[config.mk]
export PLATFORM = sky130hd
export DESIGN_NAME = pc_sequencer
export DESIGN_NICKNAME = d
export VERILOG_FILES = /design/src/rtl/pc_sequencer.sv
export SDC_FILE = /design/constraint.sdc
export NUM_CORES = 1
export LEC_CHECK = 0
export CAP_MARGIN = 30
export CORE_ASPECT_RATIO = 1.1
export CORE_MARGIN = 10
export CORE_UTILIZATION = 51
export DETAILED_ROUTE_END_ITERATION = 10
export PLACE_DENSITY = 0.87
export SETUP_SLACK_MARGIN = 0.05
export SYNTH_ARGS = -nofsm -noshare
export SYNTH_HDL_FRONTEND = slang
export SYNTH_SLANG_ARGS = --single-unit
[constraint.sdc]
create_clock -name clk -period 4 [get_ports clk]
set_clock_uncertainty 0.2 [all_clocks]
set_input_delay 0.8 -clock clk [delete_from_list [all_inputs] [get_ports clk]]
set_output_delay 0.8 -clock clk [all_outputs]
set_load 0.03 [all_outputs]
[src/rtl/pc_sequencer.sv]
// pc_sequencer: program counter controller with program launch, jump/branch,
// memory-wait stall, halt detection and a saturating per-program cycle counter.
module pc_sequencer #(
    parameter logic [15:0] PROG0_BASE = 16'd0,
    parameter logic [15:0] PROG1_BASE = 16'd3,
    parameter logic [15:0] PROG2_BASE = 16'd5
) (
    input  logic        clk,
    input  logic        reset,
    input  logic        start,
    input  logic [1:0]  prog_sel,
    input  logic [3:0]  opcode,
    input  logic [15:0] target,
    input  logic        flag_eq,
    input  logic        flag_lt,
    input  logic        mem_ready,
    output logic [15:0] pc,
    output logic        running,
    output logic        commit,
    output logic        mem_req,
    output logic        done,
    output logic [15:0] cycles
);
    localparam logic [3:0] OP_LB = 4'b0000, OP_LHB = 4'b0001, OP_JMP = 4'b0010,
                           OP_STR = 4'b0011, OP_BNE = 4'b1010, OP_BEQ = 4'b1011,
                           OP_BLT = 4'b1100, OP_HALT = 4'b1110;

    typedef enum logic [1:0] {IDLE, RUN, MEM_WAIT, HALTED} state_t;
    state_t state;

    logic        is_mem, take, launch;
    logic [15:0] base;

    assign is_mem  = opcode == OP_LB || opcode == OP_LHB || opcode == OP_STR;
    assign take    = opcode == OP_JMP || (opcode == OP_BNE && !flag_eq) ||
                     (opcode == OP_BEQ && flag_eq) || (opcode == OP_BLT && flag_lt);
    assign running = state == RUN || state == MEM_WAIT;
    assign mem_req = state == MEM_WAIT || (state == RUN && is_mem);
    assign commit  = (state == RUN && (!is_mem || mem_ready)) || (state == MEM_WAIT && mem_ready);
    assign launch  = (state == IDLE || state == HALTED) && start && prog_sel != 2'd3;
    assign base    = prog_sel == 2'd0 ? PROG0_BASE : prog_sel == 2'd1 ? PROG1_BASE : PROG2_BASE;

    always_ff @(posedge clk) begin
        if (reset) begin
            state  <= IDLE;
            pc     <= 16'd0;
            cycles <= 16'd0;
            done   <= 1'b0;
        end else begin
            done <= state == RUN && opcode == OP_HALT;
            if (running && cycles != 16'hFFFF) cycles <= cycles + 16'd1;
            if (launch) begin
                pc     <= base;
                cycles <= 16'd0;
                state  <= RUN;
            end else if (state == RUN) begin
                if (opcode == OP_HALT) state <= HALTED;
                else if (is_mem && !mem_ready) state <= MEM_WAIT;
                else pc <= take ? target : pc + 16'd1;
            end else if (state == MEM_WAIT && mem_ready) begin
                pc    <= pc + 16'd1;
                state <= RUN;
            end
        end
    end
endmodule

# Yosys cells after proc, flatten, opt, wreduce, memory -nomap -nowiden
# Index checks and enable logic that the tools add are counted.
# totals
regBits,35
# op_classes
add_sub_neg,2
n_eq_ne,17
mux,13
reduce_logical,33
# op_table
operator,count
16-bit two-way mux,6
16-bit by 1-bit adder with 16-bit output (second input constant),2
4-bit == test (second input constant),4
16-bit != test (second input constant),1
1-bit logical AND,11
1-bit logical OR,10
4-bit by 2-bit == test with 1-bit output (second input constant),2
2-bit two-way mux,4
3-bit two-way mux,2
3-bit != test (second input constant),2
2-bit by 1-bit == test with 1-bit output (second input constant),2
2-bit == test (second input constant),2
4-bit by 1-bit == test with 1-bit output (second input constant),1
2-bit logical NOT,2
4-bit logical NOT,1
4-bit by 2-bit != test with 1-bit output (second input constant),1
2-bit AND reduction,2
1-bit logical NOT,3
3-bit by 1-bit != test with 1-bit output (second input constant),1
3-bit AND reduction,1
3-bit nonzero test,1
2-bit != test (second input constant),1
2-bit nonzero test,1
2-bit OR reduction,1
1-bit two-way mux,1

# Logic depth before layout (Yosys ltp)
# depth
ltp_word,10
depth_mapped,8

# Least setup slack after synthesis
# No wires, ideal clock.
# synth_timing
path_kind,input to output
from,input opcode[0]
to,output commit
arrival_ps,1522
required_time_ps,3000
setup_slack_ps,1478
stages,4
cell_sequence,nand2b_1 nand2_1 nor2_1 nor2_1
# synth_via
elab_chain_len,7
elab_cells_between_ends,9
cone_classes,eq/ne: 2; reduce/logical: 7
# synth_rtl
item,line,rtl
from (decl),12,"input logic [3:0] opcode,"
4-bit by 1-bit == test with 1-bit output / 4-bit logical NOT (equally long branches),34,assign is_mem = opcode == OP_LB || opcode == OP_LHB || opcode == OP_STR;
1-bit logical OR,34,
1-bit logical OR (*),34,
1-bit logical NOT (*),39,assign commit = (state == RUN && (!is_mem || mem_ready)) || (state == MEM_WAIT && mem_ready);
1-bit logical OR (*),39,
1-bit logical AND (*),39,
1-bit logical OR (*),39,
to (decl),19,"output logic commit,"
# Mark *: on every way between the ends. The rest lies on a longest branch, timed or not.

# Worst setup path after layout
# layout_timing
from,input opcode[3]
to,output commit
# Same word-level chain as after synthesis.

==> metrics.md <==
| Metric | Value |
|---|---|
| Sequential share of the synthesized area | `33.0%` |
| Clock input transition at the sequential cells of the worst setup and hold paths | `0.08 ns` |
| Gate Count Post-Synth | `265` |
| Slowest cell on the critical path | `clkdlybuf4s50_1` |
| Post-Route Utilization | `72.7%` |
| Via count of the first global-routing pass | `2226` |
| Nets | `362` |
| Top library cells by usage in the layout, fill and taps aside | `clkdlybuf4s50_1 (63), dfxtp_1 (35), nor2_1 (25)` |
| Most frequently used flop master after synthesis | `dfxtp_1` |
| Number of standard cells in the final layout excluding fillers | `382` |
| Core ar. | `3990 µm²` |
| Arrival time at the worst endpoint | `2.45 ns` |
| Highest clock frequency the design can meet | `290 MHz` |
| Post-synthesis net count | `298` |
| Synth async-reset ratio | `0%` |
| Fraction of the cycle the final worst path needs | `86.3%` |
| H-tree Lvls | `2` |
| Met2 Track Usage GR | `29.8%` |
| Post-route antenna net violation count | `0` |
| Accumulated negative setup slack | `0 ns` |
| Tot Pwr | `1.02 mW` |
| Largest buffer count on any clock path | `2` |
| Wire length of the first global-routing pass | `10.6 mm` |
| Number of antenna repair diodes | `0` |
| Start point of the critical path | `opcode[3]` |
| Clock sink total | `35` |
| Leakage power of the design | `1.02 nW` |
| Total placed instance area | `2800 µm²` |
| Post-route setup slack | `0.547 ns` |
| Pin count of the biggest net entering global routing | `18` |
| Busiest layer in global routing | `met2` |
| Chip Width | `81.6 µm` |
| Worst reg-to-reg setup slack | `1.51 ns` |
| Netlist area before placement | `2130 µm²` |
| Drt via density | `6.00` |
| Number of antenna violations at the first check in global routing | `0` |
| Average cell area after synthesis | `8.02 µm²` |
| Via Count | `2292` |
| Cell area after layout | `2910 µm²` |
| Number of clock buffers inserted by TritonCTS | `5` |
| Crit end category | `output pin` |
| Chip height | `87.7 µm` |
| Dpl ws | `0.556 ns` |
| Routability cong. | `0.879` |
| Final critical delay including setup and external delays | `3.45 ns` |
| Final Routed Wirelength | `6.32 mm` |
| Met3 GRT Util | `7.17%` |
| CTS tree | `done` |
| Sum of net half-perimeters after detailed placement | `4.76 mm` |
| Count of synthesis-stage warnings from yosys | `0` |
| Cell family with most CP delay | `buffers and inverters` |
| Count of input and output buffers | `63` |
| Setup repair after global routing missed its margin | `no` |
| Hold Slack | `0.301 ns` |
| Post-synthesis register bit count | `35` |
| Power density cells | `352 nW/µm²` |
| Clock Latency Late Sink | `0.29 ns` |
| Worst hold path startpoint | `pc[10]$_SDFFE_PP0P_` |
| Crit path required time | `3.00 ns` |
| Worst vdd ir | `0.000278 V` |
| Share of post-route cells with drive strength above 1 | `5.45%` |
| Number of iterations in the first detailed-routing pass | `5` |
| Number of hold-repair buffers added at the cts stage | `0` |
| Buf/Inv on CP | `2` |
| GRT overflow | `0` |
| Number of different library cells in the post-synthesis netlist | `52` |
| Floorplan row count | `24` |
| Series of cell instances along the critical path | `clkdlybuf4s50_1 -> nor2_2 -> nand2_1 -> nor2_1 -> nor2_1 -> clkdlybuf4s50_1` |
| Placed cells | `374` |
| Max-cap check violation count | `0` |
| Met1 global-route usage | `20.9%` |
| Max-Slew Margin vs Limit | `49.5%` |
| Most common library cell in the layout ignoring fill and taps | `clkdlybuf4s50_1` |
| Gr usage total | `18.0%` |
| Crit path max fanout | `6` |
| Top-Level Pins | `64` |
| Die ar. | `7150 µm²` |
| Startpoint type of the worst setup path | `input pin` |
| Run status | `finished clean` |
| Hold Fails Final Rpt | `0` |
| Launch instance of the worst register-to-register path | `state[1]$_SDFFE_PP0P_` |
| Number of slew-limit violations in the final report | `0` |
| Worst stage delay on the critical path | `0.60 ns` |
| Category of the most critical setup path | `in -> out` |
| Starting density of the core | `53.2%` |
| CTS Root Buffer Type | `clkbuf_8` |
| Final setup vio count | `0` |
| Area growth, synth to finish | `36.7%` |
| Class of the most critical hold timing path | `reg -> reg` |
| Transition time at the pin with the least slew margin | `0.757 ns` |
| Post-CTS Setup Repair Bufs | `0` |
| EDFF count, synth | `0` |
| DRC errors left | `0` |
| Wire per inst | `16.5 µm` |
| DR iter-0 viols | `194` |
| Number of gates resized after CTS | `0` |
area by class of cell:
cell class / count / area, µm²
fillers: 346 / 1090
well taps: 52 / 65.1
clock inverters: 1 / 7.51
flip-flops and latches: 35 / 701
inverters: 11 / 41.3
repair buffers: 65 / 646
multi-input cells: 211 / 1350
clock buffers: 7 / 96.3
report_power, final:
part,switching [mW],total (mW),leakage (nW),internal (mW)
clock network,0.132,0.289,0.0505,0.157
logic,0.201,0.344,0.691,0.142
registers,0.0246,0.391,0.283,0.367
total,0.358,1.02,1.02,0.666
registers in the layout, indices dropped and copies added (netlist names):
register	cells
done	1
cycles	16
pc	16
state	2
cell usage after synthesis, types with 6 or more instances:
cell type | number | share of area (%)
dfxtp_1 | 35 | 33
nor2_1 | 25 | 4.4
a21oi_1 | 17 | 4.0
nand3_1 | 17 | 4.0
nand2_1 | 15 | 2.6
o21ai_0 | 14 | 3.3
nand4_1 | 13 | 3.8
inv_1 | 11 | 1.9
xor2_1 | 11 | 4.5
and3_1 | 8 | 2.4
a31oi_1 | 7 | 2.1
nor3_1 | 6 | 1.4
o22ai_1 | 6 | 1.8
final timing paths:
check	depth (start not counted)	to
setup / recovery	6	commit
hold / removal	2	pc[10]$_SDFFE_PP0P_
setup reg to reg	7	pc[11]$_SDFFE_PP0P_
hold reg to reg	2	pc[10]$_SDFFE_PP0P_
per-layer routing:
metal	part of all wire [%]	routed length, µm
met3	11	664
met5	0	0
met4	1.3	82
met2	48	3020
met1	40	2550
logic make-up (layout without fill, tap and decap cells):
group                    count (synthesis)  count (layout)  share of synthesized area (%)
multiplexers                             5               5                           2.35
flip-flops                              35              35                           33.0
AND/OR/NAND/NOR                        116             116                           30.1
buffers and inverters                   19              84                           3.59
XOR/XNOR                                14              14                           5.77
adder cells (fa/ha/maj)                  5               5                           2.94
AO/OA/AOI/OAI                           71              71                           22.3
worst register-to-register path, cell delays in order (launching register included):
cell and delay (ns):
dfxtp_1 0.35, inv_1 0.07, ha_1 0.31, a21oi_1 0.31, o21ai_0 0.26, a21oi_1 0.68, a31oi_1 0.09, o22ai_1 0.16
(Power assumes the default switching activity.)
